--- src/rtl/emu_trace_tx.sv ---
// Trace streamer: buffers {time, reset} samples in a FIFO and sends each one as an
// 8N1 UART frame (A5, time bytes LSB first, flags). Optional EMU_TRACE_CHECKSUM_EN appends an XOR byte.
module emu_trace_tx #(
  parameter int TIME_WIDTH   = 32,
  parameter int DEPTH        = 8,
  parameter int CLKS_PER_BIT = 868
) (
  input  logic                    clk,
  input  logic                    rst_n,
  input  logic                    sample_valid,
  input  logic [TIME_WIDTH-1:0]   sample_time,
  input  logic                    sample_rst,
  input  logic                    clear_ovf,
  output logic                    tx,
  output logic                    busy,
  output logic [$clog2(DEPTH):0]  fifo_count,
  output logic                    overflow,
  output logic [15:0]             drop_count
);

  localparam int AW = $clog2(DEPTH);
  localparam int CW = AW + 1;
  localparam int EW = TIME_WIDTH + 1;
  localparam int TB = TIME_WIDTH / 8;
`ifdef EMU_TRACE_CHECKSUM_EN
  localparam int NBYTES = TB + 3;
`else
  localparam int NBYTES = TB + 2;
`endif
  localparam int BW = $clog2(NBYTES);
  localparam int TW = $clog2(CLKS_PER_BIT);

  typedef enum logic [1:0] {S_IDLE, S_START, S_DATA, S_STOP} state_t;

  state_t            state_q, state_d;
  logic [TW-1:0]     timer_q, timer_d;
  logic [2:0]        bit_q, bit_d;
  logic [BW-1:0]     byte_q, byte_d;
  logic              tx_q, tx_d;

  logic [EW-1:0]     mem_q [DEPTH];
  logic [AW-1:0]     wr_ptr_q, rd_ptr_q;
  logic [CW-1:0]     count_q, count_d;
  logic              ovf_q, ovf_d;
  logic [15:0]       drop_q, drop_d;

  logic [TIME_WIDTH-1:0] frame_time_q;
  logic [1:0]            frame_flags_q;
`ifdef EMU_TRACE_CHECKSUM_EN
  logic [7:0]            frame_cks_q;
  logic [7:0]            head_cks;
`endif

  logic          pop, push, drop, full, timer_last;
  logic [EW-1:0] head;
  logic [7:0]    cur_byte;

  // A pop in the same cycle frees a slot, so a full FIFO still accepts the push.
  always_comb begin
    head       = mem_q[rd_ptr_q];
    full       = (count_q == CW'(DEPTH));
    pop        = (state_q == S_IDLE) && (count_q != '0);
    push       = sample_valid && (!full || pop);
    drop       = sample_valid && full && !pop;
    timer_last = (timer_q == TW'(CLKS_PER_BIT - 1));
  end

  always_comb begin
    count_d = count_q;
    case ({push, pop})
      2'b10:   count_d = count_q + 1'b1;
      2'b01:   count_d = count_q - 1'b1;
      default: count_d = count_q;
    endcase
    ovf_d  = ovf_q;
    drop_d = drop_q;
    if (clear_ovf) begin
      ovf_d  = 1'b0;
      drop_d = '0;
    end else if (drop) begin
      ovf_d = 1'b1;
      if (drop_q != 16'hFFFF) drop_d = drop_q + 16'd1;
    end
  end

`ifdef EMU_TRACE_CHECKSUM_EN
  always_comb begin
    head_cks = 8'hA5 ^ {6'b0, ovf_q, head[0]};
    for (int unsigned i = 0; i < TB; i++) head_cks = head_cks ^ head[1 + i*8 +: 8];
  end
`endif

  always_comb begin
    cur_byte = 8'hA5;
    for (int unsigned i = 0; i < TB; i++)
      if (byte_q == BW'(i + 1)) cur_byte = frame_time_q[i*8 +: 8];
    if (byte_q == BW'(TB + 1)) cur_byte = {6'b0, frame_flags_q};
`ifdef EMU_TRACE_CHECKSUM_EN
    if (byte_q == BW'(TB + 2)) cur_byte = frame_cks_q;
`endif
  end

  // tx_d is the level for the next cycle, so tx is a pure flop output.
  always_comb begin
    state_d = state_q;
    timer_d = timer_q;
    bit_d   = bit_q;
    byte_d  = byte_q;
    tx_d    = tx_q;
    case (state_q)
      S_IDLE: begin
        tx_d    = 1'b1;
        timer_d = '0;
        bit_d   = '0;
        byte_d  = '0;
        if (pop) begin
          state_d = S_START;
          tx_d    = 1'b0;
        end
      end
      S_START: begin
        if (timer_last) begin
          timer_d = '0;
          state_d = S_DATA;
          tx_d    = cur_byte[0];
        end else begin
          timer_d = timer_q + 1'b1;
        end
      end
      S_DATA: begin
        if (timer_last) begin
          timer_d = '0;
          if (bit_q == 3'd7) begin
            state_d = S_STOP;
            tx_d    = 1'b1;
          end else begin
            bit_d = bit_q + 3'd1;
            tx_d  = cur_byte[bit_d];
          end
        end else begin
          timer_d = timer_q + 1'b1;
        end
      end
      S_STOP: begin
        if (timer_last) begin
          timer_d = '0;
          bit_d   = '0;
          if (byte_q == BW'(NBYTES - 1)) begin
            state_d = S_IDLE;
            tx_d    = 1'b1;
          end else begin
            byte_d  = byte_q + 1'b1;
            state_d = S_START;
            tx_d    = 1'b0;
          end
        end else begin
          timer_d = timer_q + 1'b1;
        end
      end
      default: begin
        state_d = S_IDLE;
        tx_d    = 1'b1;
      end
    endcase
  end

  always_ff @(posedge clk) begin
    if (push) mem_q[wr_ptr_q] <= {sample_time, sample_rst};
  end

  always_ff @(posedge clk or negedge rst_n) begin
    if (!rst_n) begin
      state_q       <= S_IDLE;
      timer_q       <= '0;
      bit_q         <= '0;
      byte_q        <= '0;
      tx_q          <= 1'b1;
      wr_ptr_q      <= '0;
      rd_ptr_q      <= '0;
      count_q       <= '0;
      ovf_q         <= 1'b0;
      drop_q        <= '0;
      frame_time_q  <= '0;
      frame_flags_q <= '0;
`ifdef EMU_TRACE_CHECKSUM_EN
      frame_cks_q   <= '0;
`endif
    end else begin
      state_q <= state_d;
      timer_q <= timer_d;
      bit_q   <= bit_d;
      byte_q  <= byte_d;
      tx_q    <= tx_d;
      count_q <= count_d;
      ovf_q   <= ovf_d;
      drop_q  <= drop_d;
      if (push) wr_ptr_q <= wr_ptr_q + 1'b1;
      if (pop) begin
        rd_ptr_q      <= rd_ptr_q + 1'b1;
        frame_time_q  <= head[EW-1:1];
        frame_flags_q <= {ovf_q, head[0]};
`ifdef EMU_TRACE_CHECKSUM_EN
        frame_cks_q   <= head_cks;
`endif
      end
    end
  end

  assign tx         = tx_q;
  assign busy       = (state_q != S_IDLE);
  assign fifo_count = count_q;
  assign overflow   = ovf_q;
  assign drop_count = drop_q;

endmodule

--- config.mk ---
export PLATFORM = sky130hd
export DESIGN_NAME = emu_trace_tx
export DESIGN_NICKNAME = d
export VERILOG_FILES = /design/src/rtl/emu_trace_tx.sv
export SDC_FILE = /design/constraint.sdc
export NUM_CORES = 1
export LEC_CHECK = 0
export CORE_UTILIZATION = 62
export CTS_CLUSTER_SIZE = 30
export DETAILED_ROUTE_END_ITERATION = 7
export PLACE_DENSITY = 0.83
export SLEW_MARGIN = 10
export SYNTH_ARGS = -nofsm -noshare
export SYNTH_HDL_FRONTEND = slang
export SYNTH_SLANG_ARGS = --single-unit
--- constraint.sdc ---
create_clock -name clk -period 10.25 [get_ports clk]
set_clock_uncertainty 0.05 [all_clocks]
set_input_delay 2.5625 -clock clk [delete_from_list [all_inputs] [get_ports clk]]
set_output_delay 2.5625 -clock clk [all_outputs]
set_load 0.005 [all_outputs]
## Word-level counts from Yosys, hierarchy flattened

Memories as Yosys holds them, arrays and structs flattened. A register that Yosys moved wholly into a read port is not among the register bits.
Cells that the tools add are included.

| cells by class | value |
|---|---|
| add/sub/neg operators | 8 |
| multiply operators | 0 |
| divide/modulo/power cells | 0 |
| magnitude comparators | 1 |
| eq/ne operators | 21 |
| shift operators | 0 |
| muxes and demuxes | 38 |
| bitwise operators | 0 |
| reductions and logical operators | 22 |

Operators with widths:

| operator | number |
|---|---|
| $mux W16 | 3 |
| $mux W8 | 5 |
| $pmux W10 S2 | 1 |
| $add A16 B1 Y16 const B | 1 |
| $ne A16 B16 Y1 const B | 1 |
| $mux W3 | 5 |
| $ne A2 B2 Y1 const B | 7 |
| $add A3 B1 Y3 const B | 4 |
| $mux W1 | 12 |
| $add A10 B1 Y10 const B | 1 |
| $eq A10 B10 Y1 const B | 1 |
| $mux W10 | 1 |
| $mux W2 | 5 |
| $reduce_bool A2 Y1 | 5 |
| $eq A3 B3 Y1 const B | 3 |
| $pmux W3 S3 | 1 |
| $pmux W2 S4 | 1 |
| $pmux W4 S2 | 1 |
| $eq A2 B2 Y1 const B | 3 |
| $eq A3 B2 Y1 const B | 2 |
| $pmux W3 S2 | 1 |
| $reduce_and A3 Y1 | 2 |
| $reduce_and A5 Y1 | 1 |
| $add A4 B1 Y4 const B | 1 |
| other kinds (16) | 22 |

| word-level totals | value |
|---|---|
| bits in registers | 48 |
| bits in latches | 0 |
| RAM bits | 264 |
| memory bits (read-only) | 0 |
| word-level logic and storage cells | 102 |
| memories | 1 |

Memories:

| memory | depth | width | read ports | clocked after Yosys merged registers in | wr ports | line | source |
|---|---|---|---|---|---|---|---|
| mem_q | 8 | 33 | 1 | 1 | 1 | 41 | `logic [EW-1:0] mem_q [DEPTH];` |

## Depth between registers and ports, before layout

Gate-level depths: netlist (run 1).

| logic depth | value |
|---|---|
| word-level depth | 11 |
| depth in mapped cells | 13 |
| gate-level depth less buffers | 13 |

## Worst setup path before layout (run 1)

OpenSTA, ideal clock, no wires.

| timing path | value |
|---|---|
| kind | input to register |
| from | in sample_valid |
| to | mem mem_q[0][0] in the netlist's numbering, enable pin |
| arrival time | 5.144 ns |
| setup slack | 4.592 ns |
| stages on the path | 3 |
| path buffers | 0 |
| cells stage by stage | and2_1 > nand2b_1 > nor3_1 |

| between the ends | value |
|---|---|
| longest elaborated chain between the ends | 3 |

RTL lines:

| what | line | source |
|---|---|---|
| from (decl) | 10 | `input logic sample_valid,` |
| $logic_and A1 B1 Y1 | 63 | `push = sample_valid && (!full \|\| pop);` |
| $mux W1 | 168 | `if (push) mem_q[wr_ptr_q] <= {sample_time, sample_rst};` |
| $mux W1 (implied by the code) | 168 |  |
| to (decl) | 41 |  |

No other way between the ends.

## Final worst setup path (run 1)

| timing path | value |
|---|---|
| from | in sample_valid |
| to | mem mem_q[0][24] in the netlist's numbering, enable pin |

Same word-level chain as after synthesis.

==> flow_summary.yaml, run 1 <==
synth:
  syn_inst: 824
  ys_warn_count: 0
  postSynthAreaPerCell_um2: 17.1
  seq_area_frac_synth: 0.706
  synthAdderAreaFrac: 0.0183
  synthesis.nets: 881
  syn-cell-area_mm2: 0.0141
  yosys_register_bits: 344
  synth_edf_count: 264
  synthMuxAreaShare: 0.134
  synth_xor_area_frac: 0.0137
  ys.flop_type: "edfxtp_1"
  async_flop_share: 0.233
  synth_compound_area_frac: 0.0491
  synth_top_family_by_area: "multiplexers"
  ys_types: 64
  yosys.area_share.simple: 0.0606
sta:
  setup_viol: 0
  fin_setup_tns_ns: 0
  slew_headroom: 0.215
  rsz0062_at_grt: "no"
  drv_slew: 0
  fmax_mhz: 206
  fin_crit_sh: 0.473
  finalHoldViolations: 0
  worst_pin_slew_ns: 1.17
  layout_min_cycle_time_ns: 4.84
floorplan:
  io_pins: 60
  die_h_um: 153
  num_rows: 54
  initial_core_util: 0.639
  core-area_mm2: 0.0220
  die-area_mm2: 0.0233
  fp.dieW_um: 153
cts:
  worst_setup_hold_path_clk_slew_ns: 0.06
  numClockSinks: 344
  cts_buffer_depth: 3
  clk_latency_ns: 0.51
  cts_root_buffer: "clkbuf_16"
  cts_resized: 0
  cts_setup_buffers: 0
  cts_htree_levels: 2
  cts_made_buffers: 35
  postCtsHoldBufs: 0
  cts_tree: "done"
cells_and_area:
  layout.nets: 948
  antennaDiodeCount: 0
  design_area_mm2: 0.0161
  fillers: 1308
  synthToLayoutAreaGrowth_pct: 14.5
  drive_above_1_share: 0.172
setup_path:
  cp.arrival_ns: 4.95
  crit_path_start_kind: "input pin"
  critPathKind: "in -> reg"
  critPathMaxFanout: 24
  end_kind: "flip-flop"
  required_ns: 10.35
grt:
  overflow: 0
  grt_util_all_layers: 0.238
  antenna_found_initial: 0
  grt_max_degree: 81
  grt_pass1_vias: 7634
  grt_pass1_wl_um: 42300
placement:
  place_area_mm2: 0.0150
  place.gp.congestion: 0.825
  hpwl_um: 15000
  portBuffers: 59
drt:
  vias: 7406
  drt_iter0_drc: 740
  routed_wirelength_um: 26500
  viasPerCell: 6.19
  drt_pass1_iterations: 8
  wire_per_inst_um: 22.1
  drc: 1
  antenna_left: 0
outcome:
  status: "finished, violations left"
  violations: "design-rule violations"
power_and_ir_drop:
  ir_drop_mv: 0.137
  power_uw: 3300
  p_per_area_mw_per_mm2: 205
  p_leak_uw: 0.00560
worst_hold_path:
  hp-class: "reg -> reg"
job:
  max_cap_viol_count: 0
[sequential cells by signal, indices dropped and copies added (netlist names)]
| register | cells |
|---|---|
| overflow | 1 |
| drop_count | 16 |
| frame_time_q | 32 |
| frame_flags_q | 2 |
| byte_q | 3 |
| rd_ptr_q | 3 |
| fifo_count | 4 |
| wr_ptr_q | 3 |
| bit_q | 3 |
| tx | 1 |
| state_q | 2 |
| mem_q | 264 |
| timer_q | 10 |
[worst max-delay path, cell delays in order]
cell and delay, ns:
clkdlybuf4s50_1 0.49, and2_1 0.24, nand2b_1 0.28, nor3_2 0.82, buf_4 0.54
[worst paths after layout]
check	to	cells after the start	startpoint	slack [ns]
hold reg to reg	frame_time_q[7]	2	frame_time_q[7]	0.43
setup reg to reg	mem_q[0][24]	8	state_q[0]	6.88
hold / removal	frame_time_q[7]	2	frame_time_q[7]	0.43
max in group asynchronous	rd_ptr_q[0]	1	rst_n	7.19
setup / recovery	mem_q[0][24]	5	sample_valid	5.41
min in group asynchronous	drop_count[13]	1	rst_n	2.16
[per-stage QoR]
stage,hold WS [ns],cells,util,setup slack [ns]
after global placement,0.409,1134,0.679,5.01
after floorplan,0.394,824,-,4.59
final,0.434,1197,0.731,5.41
after global routing,0.450,1197,0.731,5.26
after CTS,0.433,1197,0.731,5.40
after detailed placement,0.420,1134,0.679,4.90
[layout by cell type, fill, tap and decap left out, types with 4 or more instances in the layout]
master | synthesis | layout
edfxtp_1 | 264 | 264
dfrtp_1 | 79 | 76
nand2_1 | 66 | 66
mux4_2 | 66 | 66
clkdlybuf4s50_1 | 0 | 58
o21ai_0 | 39 | 39
clkbuf_16 | 0 | 37
mux2i_1 | 36 | 36
nor2_1 | 35 | 29
inv_1 | 22 | 22
ha_1 | 19 | 19
a21oi_1 | 18 | 18
nand3_1 | 13 | 13
xnor2_1 | 13 | 13
o21ai_1 | 13 | 13
or3_1 | 10 | 10
xor2_1 | 9 | 9
buf_4 | 4 | 9
clkbuf_1 | 19 | 8
a22o_1 | 7 | 7
nor2_4 | 0 | 6
and4_1 | 6 | 6
clkinv_2 | 0 | 6
and3_1 | 5 | 5
clkbuf_8 | 0 | 5
nand4_1 | 4 | 4
nand2b_1 | 5 | 4
[cell type report]
class / count / area [um2] / area share
sequential: 344 / 9940 / 0.617
multi-input combinational: 421 / 3940 / 0.245
clock buffer: 50 / 1020 / 0.0636
timing repair buffer: 67 / 648 / 0.0402
tap: 280 / 350 / 0.0217
clock inverter: 13 / 121 / 0.00753
inverter: 22 / 82.6 / 0.00513
[cells in the mapped netlist, types with 2 or more instances]
master | count | area, um2
mux4_2 | 66 | 1490
o21ai_1 | 13 | 65.1
a22oi_1 | 3 | 22.5
o21bai_1 | 2 | 15.0
o31ai_1 | 3 | 22.5
o21ai_0 | 39 | 195
a22o_1 | 7 | 61.3
clkbuf_1 | 19 | 71.3
nand2_1 | 66 | 248
buf_2 | 13 | 65.1
nor3_1 | 5 | 25.0
mux2_2 | 3 | 33.8
dfrtp_1 | 79 | 1980
a31oi_1 | 2 | 12.5
a211oi_1 | 2 | 15.0
and3_1 | 5 | 31.3
nor2b_1 | 3 | 18.8
xnor2_1 | 13 | 114
nor2_1 | 35 | 131
xor2_1 | 9 | 78.8
nand4_1 | 4 | 25.0
inv_1 | 22 | 82.6
nand3_1 | 13 | 65.1
or3_1 | 10 | 62.6
and2_1 | 3 | 18.8
ha_1 | 19 | 238
mux2i_1 | 36 | 360
edfxtp_1 | 264 | 7930
nand2b_1 | 5 | 31.3
o311ai_0 | 2 | 17.5
and4_1 | 6 | 52.6
buf_4 | 4 | 30.0
a21oi_1 | 18 | 90.1
[per-layer routing]
layer / wire, um / share of wire / GRT usage
met4: 714 / 0.027 / 0.0856
met1: 11200 / 0.42 / 0.328
met5: 0 / 0 / 0
met2: 13000 / 0.49 / 0.391
met3: 1570 / 0.059 / 0.0395
[power breakdown]
group	internal, uW	switching (uW)	leakage, uW	total (uW)
logic	113	188	0.00165	301
clock network	748	512	0.000561	1260
registers	1680	56.4	0.00339	1740
total	2540	756	0.00560	3300
[kinds of logic after synthesis]
| group | Yosys count |
|---|---|
| DFF | 344 |
| and+or+nand+nor | 168 |
| muxes | 106 |
| AOI/OAI and AO/OA | 105 |
| buffers and inverters | 59 |
| xor gates and xnor gates | 22 |
| adders and majority gates | 20 |
No activity file was read; power rests on OpenSTA's default activity.
==> inputs of run 2 (changes only) <==
CORE_UTILIZATION = 60   (was 62)
PLACE_DENSITY = 0.81   (was 0.83)
clock period = 4.6 ns   (was 10.25 ns; I/O delays follow)
==> flow_summary.yaml, run 2 (synthesized netlist as in run 1, its figures left out) <==
outcome:
  status: "finished, final reports clean"
grt:
  overflow: 0
  grt_util_all_layers: 0.244
  antenna_found_initial: 0
  grt_pass1_wl_um: 43900
  grt_pass1_vias: 7806
  grt_max_degree: 81
drt:
  drt_iter0_drc: 746
  antenna_left: 0
  vias: 7511
  routed_wirelength_um: 28000
  drt_pass1_iterations: 5
  wire_per_inst_um: 22.6
  drc: 0
  viasPerCell: 6.06
floorplan:
  die-area_mm2: 0.0241
  core-area_mm2: 0.0228
  num_rows: 55
  fp.dieW_um: 155
  initial_core_util: 0.616
  die_h_um: 155
  io_pins: 60
sta:
  worst_pin_slew_ns: 1.07
  fmax_mhz: 317
  fin_setup_tns_ns: 0
  setup_viol: 0
  rsz0062_at_grt: "no"
  layout_min_cycle_time_ns: 3.16
  fin_crit_sh: 0.687
  slew_headroom: 0.289
  drv_slew: 0
  finalHoldViolations: 0
cts:
  postCtsHoldBufs: 0
  cts_root_buffer: "clkbuf_16"
  cts_made_buffers: 35
  clk_latency_ns: 0.52
  cts_resized: 0
  cts_tree: "done"
  cts_buffer_depth: 3
  numClockSinks: 344
  cts_setup_buffers: 0
  worst_setup_hold_path_clk_slew_ns: 0.06
  cts_htree_levels: 2
setup_path:
  path_cells: "inv_1 -> ha_1 -> inv_1 -> clkdlybuf4s50_1"
  cpPeakStageDelay_ns: 0.52
  critPathKind: "reg -> out"
  cp_slowest_cell: "clkdlybuf4s50_1"
  critPathMaxFanout: 6
  required_ns: 3.40
  critPathBufInv: 3
  crit_top_cell: "inv_1"
  crit_path_start_kind: "flip-flop"
  end_kind: "output pin"
  crit_family: "buffers and inverters"
  cp.arrival_ns: 1.96
cells_and_area:
  fillers: 1409
  mostFrequentLayoutCells: "edfxtp_1, dfrtp_1, nand2_1, mux4_2, clkdlybuf4s50_1"
  drive_above_1_share: 0.179
  largest_register_ffs: 264
  synthToLayoutAreaGrowth_pct: 15.3
  layout.nets: 957
  design_area_mm2: 0.0162
  largest_register: "mem_q"
  antennaDiodeCount: 0
  final_common_cell: "edfxtp_1"
placement:
  portBuffers: 59
  place_area_mm2: 0.0151
  hpwl_um: 16400
  place.gp.congestion: 0.863
power_and_ir_drop:
  p_leak_uw: 0.00565
  ir_drop_mv: 0.359
  p_per_area_mw_per_mm2: 454
worst_hold_path:
  hp-class: "reg -> reg"
job:
  max_cap_viol_count: 0
==> run 2: cell count changes in the layout (fill, tap and decap cells not counted), sizes merged <==
cell,change
buf,+9
inv,+2
clkinvlp,-1
==> run 2: metal layers <==
layer  global-route usage  share of wire  vias up
met3               0.0426          0.061       49
met2                0.403           0.50      295
met5                    0              0        -
met1                0.334           0.42     3802
met4               0.0830          0.021        0
li1                     -              -     3365
==> run 2: report_power, final <==
part	switching [uW]	leakage [uW]	internal [uW]
Clock	1150	0.000560	1650
Combinational	426	0.00170	267
Sequential	131	0.00339	3750
==> run 2: final timing paths <==
check,start,endpoint,slack (ns),depth (start not counted)
setup / recovery,state_q[1],busy,1.44,4
hold / removal,frame_time_q[26],frame_time_q[26],0.44,2
setup reg to reg,state_q[0],mem_q[6][11],1.71,8
hold reg to reg,frame_time_q[26],frame_time_q[26],0.44,2
max in group asynchronous,rst_n,rd_ptr_q[0],2.98,1
min in group asynchronous,rst_n,rd_ptr_q[0],0.76,1
==> run 2: layout make-up <==
cell class | count | area (um2) | share of cell area
timing repair buffer | 76 | 728 | 0.0449
multi-input combinational | 421 | 3940 | 0.243
clock inverter | 14 | 140 | 0.00864
tap | 313 | 392 | 0.0241
sequential | 344 | 9940 | 0.612
clock buffer | 50 | 1000 | 0.0619
inverter | 22 | 82.6 | 0.00509
==> run 2: worst register-to-register path, delay by kind of cell, from the launching register on <==
family	cells	cell delay [ns]
adders and majority gates	1	0.27
buffers and inverters	3	0.57
DFF	1	0.40
and+or+nand+nor	4	1.30
==> run 2: metrics by stage <==
stage	cells	total power, uW	utilization	setup slack [ns]	hold slack, ns
floorplan	824	4270	-	0.354	0.394
global placement	1176	4590	0.660	1.15	0.410
detailed placement	1176	4630	0.660	1.07	0.420
CTS	1240	7420	0.710	1.40	0.443
global route	1240	7620	0.710	1.32	0.460
finish	1240	7370	0.710	1.44	0.439
==> RTL change, RTL diff (flow settings as in run 1) <==
`DEPTH`: 8 -> 32.
--- a/src/rtl/emu_trace_tx.sv
+++ b/src/rtl/emu_trace_tx.sv
@@ -4,3 +4,3 @@
   parameter int TIME_WIDTH   = 32,
-  parameter int DEPTH        = 8,
+  parameter int DEPTH        = 32,
   parameter int CLKS_PER_BIT = 868
Interface: changed (resized fifo_count); port bits go from 60 to 62. The function was not compared with the original's and may differ.
==> RTL change against run 1 <==
- die area rose to 3.1 times the old value
- count of clock-buffer cells in the layout rose by 79
- sequential cell count rose by 798
- synthesized area rose to 3.2 times the old value
- first-iteration DRC count rose to 4.4 times the old value
- wire length rose to 4.0 times the old value
- clock power rose to 3.2 times the old value
- total power rose to 3.1 times the old value
- core utilization fell by 2.4 points
- setup slack got worse by 0.52 ns
- combinational power rose by 110%
- design area rose to 3.1 times the old value
- highest routed layer is now met5
==> RTL change: results (changes against run 1) <==
Status: finished clean
1st-pass router iterations: 5 (-3)
Mapped Cells: 2012 (+140%)
Port buffer count: 61 (+3.4%)
Worst-path clk slew: 0.06 ns (about the same)
Num CTS Buffers: 106 (+200%)
Largest stage delay on the critical path: 1.20 ns (+0.38 ns)
Overall global routing resource usage: 29.66% (+5.8 points)
Worst r2r dst: frame_time_q[1]$_DFFE_PN0N_
Clk_lat worst skew: 0.68 ns (+0.17 ns)
Largest fanout on the critical path: 33 (+38%)
Largest net degree at the start of global routing: 105 (+30%)
Placed Cells incl. Taps: 2941 (+160%)
Initial antenna violation count: 2 (+2)
Type of the worst min-delay path: reg2reg
Max reg flops: 1056 (+300%)
CTS H-tree depth: 3 (+1)
Sequential fraction of the synthesis area: 76.07% (+5.5 points)
Die area: 0.07287 mm^2 (+210%)
Vias in the first global route: 22010 (+190%)
Non-Filler Instances: 3142 (+160%)
Leak pwr: 15.79 nW (+180%)
Critical Path End: mem_q[29][1]$_DFFE_PP_
Drt initial violations: 3229 (+340%)
VDD IR max: 0.2020 mV (+48%)
DP Wirelength: 58110 um (+290%)
Setup Buffers After CTS: 0 (unchanged)
Crit path DAT: 5.60 ns (+0.65 ns)
CP top delay family: simple AND/OR/NAND/NOR gates
Via/cell ratio: 6.912 (+12%)
Worst slew pin tran: 1.334 ns (+0.1594 ns)
GPL Wtd Cong: 0.8856 (+7.4%)
Synth area leaders: edfxtp_1, mux4_2, dfrtp_1, nor2_1, mux2i_1
Global-route wire length before repair: 153900 um (+260%)
Crit-path slowest cell: nor2_4
# resized after CTS: 0 (unchanged)
Hold path startpoint: timer_q[0]$_DFF_PN0_
Synthesized Nets: 2074 (+140%)
Share of post-route cells with drive strength above 1: 26.08% (+8.8 points)
Number of flops mapped to enable cells by yosys: 1056 (+300%)
Reg2Reg Launch Point: rd_ptr_q[0]$_DFFE_PN0N_
Most instantiated cells after synthesis: edfxtp_1, mux4_2, nor2_1
Reg2Reg Depth: 6 (-2)
Worst-case register-to-register setup slack: 5.67 ns (-1.21 ns)
Routed wire per std cell: 33.61 um (+52%)
Ys async rst share: 7.531% (-16 points)
Final layout net count: 2172 (+130%)
Post-synth cell types: 60 (-6.3%)
==> RTL change: cell count changes after synthesis, sizes merged, moves of 6 or more <==
cell,before,now
xor2,9,17
inv,22,28
o21ai,52,22
clkbuf,19,60
dfrtp,79,85
nand2,67,36
a21oi,20,45
nor2,35,101
buf,18,44
mux4,66,330
edfxtp,264,1056
==> RTL change: worst min-delay path by stage <==
stage | to | depth (start not counted)
floorplan | frame_flags_q[1]$_DFFE_PN0N_ | 2
global placement | timer_q[0]$_DFF_PN0_ | 1
detailed placement | timer_q[0]$_DFF_PN0_ | 1
CTS | timer_q[0]$_DFF_PN0_ | 1
global route | timer_q[0]$_DFF_PN0_ | 1
finish | timer_q[0]$_DFF_PN0_ | 1
==> RTL change: kinds of logic after synthesis <==
kind of cell    after synthesis  synth area share (%)
compound gates              108                 1.566
xor+xnor                     33                0.6493
fa+ha+maj                    25                0.7196
buf+inv                     132                 1.282
flops                      1142                 76.07
mux                         368                 17.56
simple gates                204                 2.153
==> RTL change: area by class of cell <==
| class | count | area, um^2 |
|---|---|---|
| Inverter | 28 | 105.1 |
| Timing Repair Buffer | 94 | 863.3 |
| Tap cell | 940 | 1176 |
| Clock inverter | 70 | 710.7 |
| Sequential cell | 1142 | 33880 |
| Antenna cell | 1 | 2.502 |
| Clock buffer | 129 | 2791 |
| Multi-Input combinational cell | 738 | 10320 |
| Fill cell | 3895 | 20660 |
==> RTL change: power breakdown <==
part	internal, mW	switching (mW)
Clock	2.27	1.74
Sequential	5.37	0.103
Combinational	0.187	0.449
==> RTL change: per-layer routing <==
metal,routed length [um],share of wire (%),vias up,GRT usage (%)
li1,-,-,8600,-
met1,39000,37,11460,42.91
met2,53070,50,1495,48.36
met3,11480,11,159,5.245
met4,2034,1.9,4,6.370
met5,31,0.029,-,0
==> RTL change: per-stage QoR <==
| step | setup WS [ns] | hold WS (ns) | power (mW) | cell area [um^2] |
|---|---|---|---|---|
| 2_1_floorplan | 5.290 | 0.4005 | 5.813 | 44520 |
| 4_1_cts | 4.930 | 0.4392 | 10.13 | 49840 |
| 5_1_grt | 4.820 | 0.4705 | 10.34 | 49850 |
| 3_3_place_gp | 4.483 | 0.4251 | 6.108 | 46330 |
| 3_5_place_dp | 4.310 | 0.4312 | 6.165 | 46330 |
| 6_report | 4.891 | 0.4365 | 10.12 | 49850 |
